## config.mk

```make
export PLATFORM = sky130hd
export DESIGN_NAME = ring_frame_sequencer
export DESIGN_NICKNAME = d
export VERILOG_FILES = /design/src/rtl/ring_pkg.sv /design/src/rtl/ring_latch_timer.sv /design/src/rtl/ring_frame_sequencer.sv
export SDC_FILE = /design/constraint.sdc
export NUM_CORES = 1
export LEC_CHECK = 0
export BUFFER_PORTS_ARGS = -buffer_cell sky130_fd_sc_hd__buf_2
export CAP_MARGIN = 40
export CORE_MARGIN = 2
export CORE_UTILIZATION = 53
export DETAILED_ROUTE_END_ITERATION = 8
export GPL_TIMING_DRIVEN = 0
export PLACE_DENSITY = 0.85
export SLEW_MARGIN = 20
export SYNTH_ARGS = -nofsm -noshare
export SYNTH_HDL_FRONTEND = slang
export SYNTH_SLANG_ARGS = --single-unit
```

## constraint.sdc

```tcl
create_clock -name clk -period 2 [get_ports clk]
set_input_delay 0.2 -clock clk [delete_from_list [all_inputs] [get_ports clk]]
set_output_delay 0.2 -clock clk [all_outputs]
set_load 0.1 [all_outputs]
```

## src/rtl/ring_pkg.sv

```systemverilog
// Shared definitions for the WS2812B ring frame sequencer: pixel width,
// default GRB colours and the frame controller state encoding.
package ring_pkg;

    localparam int GRB_W = 24;

    localparam logic [GRB_W-1:0] COLOUR_ON_DEF  = 24'h00_40_00;
    localparam logic [GRB_W-1:0] COLOUR_OFF_DEF = 24'h00_00_04;

    typedef logic [1:0] state_t;

    localparam state_t ST_IDLE  = 2'd0;
    localparam state_t ST_SEND  = 2'd1;
    localparam state_t ST_LATCH = 2'd2;

    function automatic int max_int(input int a, input int b);
        return (a > b) ? a : b;
    endfunction

endpackage

```

## src/rtl/ring_latch_timer.sv

```systemverilog
// Latch gap timer: counts CYCLES clocks after start and flags the final one,
// which is where the ring has seen a long enough low period to latch.
module ring_latch_timer #(
    parameter int CYCLES = 3000
) (
    input  logic clk,
    input  logic rst,
    input  logic start,
    output logic done
);

    localparam int CNT_W = (CYCLES > 1) ? $clog2(CYCLES) : 1;
    localparam logic [CNT_W-1:0] LAST = CNT_W'(CYCLES - 1);

    logic [CNT_W-1:0] count;
    logic             active;

    always_ff @(posedge clk) begin
        if (rst) begin
            count  <= '0;
            active <= 1'b0;
        end else if (start) begin
            count  <= '0;
            active <= 1'b1;
        end else if (active) begin
            if (count == LAST) begin
                active <= 1'b0;
            end else begin
                count <= count + CNT_W'(1);
            end
        end
    end

    assign done = active && (count == LAST);

endmodule

```

## src/rtl/ring_frame_sequencer.sv

```systemverilog
// Frame controller for the WS2812B ring: streams one GRB word per LED over
// valid/ready, then holds the latch gap, and redraws whenever content changes.
module ring_frame_sequencer
    import ring_pkg::*;
#(
    parameter int NUM_LEDS     = 12,
    parameter int POS_W        = 4,
    parameter int RESET_CYCLES = 3000
) (
    input  logic             clk,
    input  logic             rst,
    input  logic [POS_W-1:0] position,
    input  logic             mode,
    input  logic [GRB_W-1:0] colour_on,
    input  logic [GRB_W-1:0] colour_off,
    input  logic             refresh_req,
    output logic [GRB_W-1:0] pix_data,
    output logic             pix_valid,
    input  logic             pix_ready,
    output logic             busy,
    output logic             frame_done
);

    localparam int IDX_W = (NUM_LEDS > 1) ? $clog2(NUM_LEDS) : 1;
    localparam int CMP_W = max_int(POS_W, IDX_W);

    localparam logic [IDX_W-1:0] LAST_IDX = IDX_W'(NUM_LEDS - 1);
    localparam logic [CMP_W-1:0] LAST_LED = CMP_W'(NUM_LEDS - 1);

    state_t           state;
    logic [IDX_W-1:0] idx;
    logic             pending;
    logic [POS_W-1:0] pos_snap;
    logic             mode_snap;
    logic [POS_W-1:0] last_pos;
    logic             last_mode;
    logic [GRB_W-1:0] on_snap;
    logic [GRB_W-1:0] off_snap;

    logic [POS_W-1:0] pos_clamped;
    logic             lit;
    logic             change;
    logic             timer_start;
    logic             timer_done;

    assign pos_clamped = (CMP_W'(position) > LAST_LED) ? POS_W'(NUM_LEDS - 1) : position;

    // Lit test uses only the frame snapshot so the word never tears mid-frame.
    assign lit = mode_snap ? (CMP_W'(idx) <= CMP_W'(pos_snap))
                           : (CMP_W'(idx) == CMP_W'(pos_snap));

    assign pix_data    = pix_valid ? (lit ? on_snap : off_snap) : '0;
    assign change      = (position != last_pos) || (mode != last_mode) || refresh_req;
    assign timer_start = (state == ST_SEND) && pix_ready && (idx == LAST_IDX);
    assign busy        = (state != ST_IDLE);
    assign frame_done  = (state == ST_LATCH) && timer_done;

    always_ff @(posedge clk) begin
        if (rst) begin
            state     <= ST_IDLE;
            idx       <= '0;
            pix_valid <= 1'b0;
            pending   <= 1'b1;
            pos_snap  <= '0;
            mode_snap <= 1'b0;
            last_pos  <= '0;
            last_mode <= 1'b0;
            on_snap   <= '0;
            off_snap  <= '0;
        end else begin
            case (state)
                ST_IDLE: begin
                    if (pending) begin
                        pos_snap  <= pos_clamped;
                        mode_snap <= mode;
                        on_snap   <= colour_on;
                        off_snap  <= colour_off;
                        pending   <= 1'b0;
                        idx       <= '0;
                        pix_valid <= 1'b1;
                        state     <= ST_SEND;
                    end
                end
                ST_SEND: begin
                    if (pix_ready) begin
                        if (idx == LAST_IDX) begin
                            pix_valid <= 1'b0;
                            state     <= ST_LATCH;
                        end else begin
                            idx <= idx + IDX_W'(1);
                        end
                    end
                end
                ST_LATCH: begin
                    if (timer_done) begin
                        state <= ST_IDLE;
                    end
                end
                default: begin
                    state     <= ST_IDLE;
                    pix_valid <= 1'b0;
                end
            endcase

            // Placed after the IDLE clear so a same-cycle change still queues a frame.
            if (change) begin
                pending   <= 1'b1;
                last_pos  <= position;
                last_mode <= mode;
            end
        end
    end

    ring_latch_timer #(
        .CYCLES(RESET_CYCLES)
    ) u_latch_timer (
        .clk  (clk),
        .rst  (rst),
        .start(timer_start),
        .done (timer_done)
    );

endmodule

```

After elaboration in Yosys (flattened, before gate mapping). Cells that the tools add are included.

Bits in writable memories: 0. Bits in registers: 79. ROM bits: 0. Latch bits: 0. Memories: 0. Input port bits: 57. Word-level logic and storage cells: 66.

Shifts and indexed selects: 0. $lt $le $gt $ge: 2. Multiplexer cells: 20. Reductions and logical operators: 16. Div/mod/pow operators: 0. Bitwise gates (word level): 2. $mul: 0. $add $sub $neg: 2. Equality and inequality tests: 12.

Operators with widths (number): 2-to-1 mux 24 bit (2); 2-to-1 mux 4 bit (4); adder 12 x 1 -> 12 bit (second input constant) (1); == test 12 bit (second input constant) (1); AND reduction 4 bit (3); 2-to-1 mux 2 bit (4); inequality test 2 bit (second input constant) (4); one-hot mux 4 bit (2 select lines) (1); 2-to-1 mux 1 bit (7); one-hot mux 2 bit (3 select lines) (1); adder 4 x 1 -> 4 bit (second input constant) (1); == test 4 bit (1); == test 4 bit (second input constant) (1); greater-than comparator 4 bit (second input constant) (1); less-or-equal comparator 4 bit (1); logical AND 1 bit (4); inequality test 4 bit (1); AND reduction 2 bit (2); nonzero test 2 bit (2); OR reduction 2 bit (2); one-hot mux 1 bit (3 select lines) (1); == test 2 x 1 -> 1 bit (second input constant) (1); == test 2 bit (second input constant) (1); logical NOT 2 bit (1); 4 further kinds (6).

Logic depth before layout (Yosys ltp).
Word-level depth: 4. Mapped depth: 8. Mapped depth without buffers: 6.

Hierarchy. A second synthesis with hierarchy kept.

Cell total of the unflattened synthesis: 456. Area total of the unflattened synthesis: 3667.3 µm².

Modules (own cells, without submodules): ring_frame_sequencer (seq. area each 1321.3 µm², instances 1, cells each 387, area each 3046.7 µm²); ring_latch_timer (seq. area each 260.2 µm², instances 1, cells each 69, area each 620.6 µm²).

Worst setup path before layout. OpenSTA, ideal clock, no wires.

Path kind: reg-to-output. From: reg pix_valid. To: out pix_data[13]. Cell stages (with the launch flop): 6. Arrival: 3.182 ns. Path buffers: 3. Setup slack: -1.382 ns. Data required time: 1.800 ns. Cells stage by stage: dfxtp_1 clkbuf_1 buf_2 clkbuf_1 nand2_1 mux2i_1.

Word-level cells in the longest chain between the ends: 1.

RTL lines: start, declared (RTL line ring_frame_sequencer.sv:18) `output logic pix_valid,`; start signal, assigned (RTL line ring_frame_sequencer.sv:62) `pix_valid <= 1'b0;`; start signal, assigned (RTL line ring_frame_sequencer.sv:80) `pix_valid <= 1'b1;`; start signal, assigned (RTL line ring_frame_sequencer.sv:87) `pix_valid <= 1'b0;`; 2-to-1 mux 24 bit (RTL line ring_frame_sequencer.sv:52) `assign pix_data = pix_valid ? (lit ? on_snap : off_snap) : '0;`; end, declared (RTL line ring_frame_sequencer.sv:17) `output logic [GRB_W-1:0] pix_data,`.

No other way between the ends.

Worst setup path after layout.
From: reg pos_snap[2]. To: out pix_data[5].

Word-level cells in the longest chain between the ends: 4. Elaborated cells between the ends (all ways): 5. Classes of those cells: order compare: 1; eq/ne: 1; mux: 3.

RTL lines: start, declared (RTL line ring_frame_sequencer.sv:33) `logic [POS_W-1:0] pos_snap;`; start signal, assigned (RTL line ring_frame_sequencer.sv:74) `pos_snap <= pos_clamped;`; less-or-equal comparator 4 bit / == test 4 bit (equally long branches) (RTL line ring_frame_sequencer.sv:49, ring_frame_sequencer.sv:50); 2-to-1 mux 1 bit * (RTL line ring_frame_sequencer.sv:49) `assign lit = mode_snap ? (CMP_W'(idx) <= CMP_W'(pos_snap))`; 2-to-1 mux 24 bit * (2 in series) (RTL line ring_frame_sequencer.sv:52).

Mark *: on every way between the ends. The rest lies on a longest branch, timed or not.

==> flow_summary.json <==
{
  "die_area_um2": 7390,
  "relSlewSlack_pct": 64.0,
  "place_ws_ns": -0.262,
  "hold_path.class": "input pin to flop",
  "power_density_nw_per_um2": 824,
  "viasPerCell": 5.75,
  "period_share_pct": 120,
  "syn_avg_cell_area_um2": 7.82,
  "vias": 3697,
  "worst_r2r_endpoint": "on_snap[0]",
  "synth_cells": 455,
  "grt.overflow.total": 0,
  "maxCapViolations": 0,
  "cts_tree": "yes",
  "track_usage_pct": 31.2,
  "required_ns": 1.80,
  "regToRegSetupSlack_ns": 0.20,
  "layout.nets": 624,
  "grt_pass1_vias": 3773,
  "nFillCells": 352,
  "seqPwrFrac_pct": 39.4,
  "fin_skew_ns": 0.0131,
  "cts_buffer_depth": 2,
  "clk_latency_ns": 0.36,
  "switchingPower_mw": 1.41,
  "crit_type": "flop to primary output",
  "synth_edf_count": 0,
  "synth_top_family_by_area": "simple AND/OR/NAND/NOR gates",
  "hpwl_mm": 6.63,
  "drtIter0Drc": 278,
  "die_y_um": 86.0,
  "p_int_mw": 2.93,
  "slew_violations": 0,
  "yosys.area.top_type": "dfxtp_1",
  "path_clk_slew_ns": 0.07,
  "drc": 0,
  "grt_max_degree": 14,
  "ys_types": 39,
  "final_layout_size_suffix_gt1_share_pct": 31.1,
  "hold_viol": 0,
  "async_reset_ff_share_pct": 0,
  "power_mw": 4.34,
  "rr_startpoint": "state[0]",
  "setup_viol": 25,
  "synthAdderAreaFrac_pct": 2.11,
  "swShare_pct": 32.5,
  "yosysSeqAreaShare_pct": 44.4,
  "htreeDepth": 3,
  "cp-start-kind": "flop",
  "end_kind": "primary output",
  "fin_tns_setup_ns": -9.15,
  "cp.arrival_ns": 2.20,
  "final_cell_mix": "nand2_1, dfxtp_1, buf_2",
  "area_growth_syn_to_layout_pct": 48.0,
  "synth_top_area_share_pct": 44.4,
  "syn-num-nets": 518,
  "grt_pass1_wl_mm": 18.1,
  "violations": "negative setup slack",
  "synth_xor_xnor_area_share_pct": 3.20,
  "cts_sinks": 79,
  "dr.pass1.iters": 6,
  "portBuffers": 83,
  "yosysWarnings": 0,
  "synthFlopType": "dfxtp_1",
  "io_pins": 84,
  "final_common_cell": "nand2_1",
  "fp-row-count": 29,
  "synth_compound_area_share_pct": 12.5,
  "wl_per_cell_um": 17.5,
  "min_period_ns": 2.40,
  "start_util_pct": 55.4,
  "yosys.area_share.simple_pct": 25.9,
  "root_buffer": "clkbuf_8",
  "yosys-top-cells-area": "dfxtp_1, nand2_1, a21oi_1",
  "p_leak_nw": 2.08,
  "fin_ws_ns": -0.398,
  "drt-total-wl_mm": 11.3,
  "diodes": 0,
  "coreArea_um2": 6420,
  "critPathMaxFanout": 8,
  "antenna_found_initial": 0,
  "die_x_um": 86.0,
  "rsz0062_at_grt": "yes",
  "power_frac_comb_pct": 29.8,
  "gp_congestion": 0.869,
  "cp-startpoint": "pos_snap[2]",
  "worstSetupEndpoint": "pix_data[5]",
  "clock.fmax_mhz": 417,
  "pwr-share-clk_pct": 30.8,
  "vdd_drop_max_uv": 636,
  "synthesis.area_um2": 3560,
  "synthMuxAreaShare_pct": 7.31,
  "synth_seq_cells": 79,
  "worst_slew_pin_slew_ns": 0.541,
  "ant_nets": 0,
  "worst-r2r-cell-count": 6,
  "numCtsBuffers": 9,
  "status": "finished, violations left"
}
==> layer usage <==
| metal | up-vias | GRT usage [%] | part of all wire [%] |
|---|---|---|---|
| li1 | 1736 | - | - |
| met1 | 1740 | 36.7 | 39 |
| met2 | 179 | 55.0 | 52 |
| met3 | 42 | 5.68 | 6.1 |
| met4 | 0 | 14.1 | 3.5 |
| met5 | - | 0 | 0 |
==> registers in the layout (all words and copies together), names as in the netlist, 2 cells and up <==
signal / cells
off_snap: 24
on_snap: 24
u_latch_timer.count: 12
idx: 4
last_pos: 4
pos_snap: 4
state: 2
==> area by class of cell <==
| type | instances | area, µm² | share of cell area (%) |
|---|---|---|---|
| Multi-Input combinational cell | 338 | 2240 | 42.5 |
| Sequential cell | 79 | 1600 | 30.4 |
| Timing Repair Buffer | 97 | 950 | 18.0 |
| Clock buffer | 11 | 141 | 2.68 |
| Buffer | 28 | 134 | 2.54 |
| Tap cell | 77 | 96.3 | 1.83 |
| Clock inverter | 5 | 81.3 | 1.54 |
| Inverter | 8 | 30.0 | 0.570 |
==> power groups by stage <==
stage               logic (mW)  registers [mW]  clock network [mW]
detailed placement        1.03            1.74                   0
CTS                       1.31            1.70                1.33
finish                    1.29            1.71                1.34
global route              1.35            1.71                1.40
floorplan                0.830            1.74                   0
global placement          1.01            1.74                   0
==> critical path: stages, from the launching register on <==
cell	delay, ns
dfxtp_2	0.34
inv_2	0.04
ha_4	0.29
nand3_2	0.09
nand4b_1	0.11
o22a_1	0.19
buf_12	0.16
buf_12	0.15
mux2i_4	0.27
buf_12	0.20
==> cells by family (layout without fill, tap and decap cells) <==
logic type               count (synthesis)  in the layout
AND/OR/NAND/NOR                        214            214
AO/OA/AOI/OAI                           79             79
flip-flops                              79             79
buffers and inverters                   38            149
multiplexers                            26             26
XOR/XNOR                                13             13
adder cells (fa/ha/maj)                  6              6
==> how the worst min path moves through the flow <==
stage                       from          to  slack [ns]  cells past startpoint
detailed placement   refresh_req     pending        0.41                      3
floorplan                    rst   last_mode        0.28                      1
finish                       rst   last_mode        0.07                      2
global placement     refresh_req     pending        0.40                      3
CTS                  refresh_req     pending        0.06                      3
global route        colour_on[6]  on_snap[6]        0.07                      3
==> cell usage after synthesis, types with 2 or more instances <==
library cell	instances
dfxtp_1	79
o31ai_1	2
mux2i_1	26
buf_4	2
nand4_1	4
xor2_1	11
ha_1	6
o22a_1	2
a211oi_1	5
a21oi_1	62
nor2b_1	5
xnor2_1	2
clkbuf_1	18
inv_1	7
nand3_1	7
nand4b_1	2
nor3_1	7
nand2_1	161
buf_2	10
or3_1	2
nor2_1	13
nor3b_1	2
o21ai_0	4
==> repair_timing <==
action,in CTS,in global routing
resized for setup,112,21
gates cloned,2,0
pin swaps,5,8
endpoints found under the setup margin,25,25
hold buffers,0,0
buffers inserted,9,5
==> through the flow <==
step | std cells | utilization [%] | hold WS (ns) | cell area [µm²]
floorplan | 455 | - | 0.283 | 3960
global placement | 615 | 69.6 | 0.402 | 4470
detailed placement | 615 | 69.6 | 0.411 | 4470
CTS | 642 | 81.5 | 0.0555 | 5240
global route | 643 | 82.1 | 0.0684 | 5270
finish | 643 | 82.1 | 0.0652 | 5270
No activity file was read; power rests on OpenSTA's default activity.
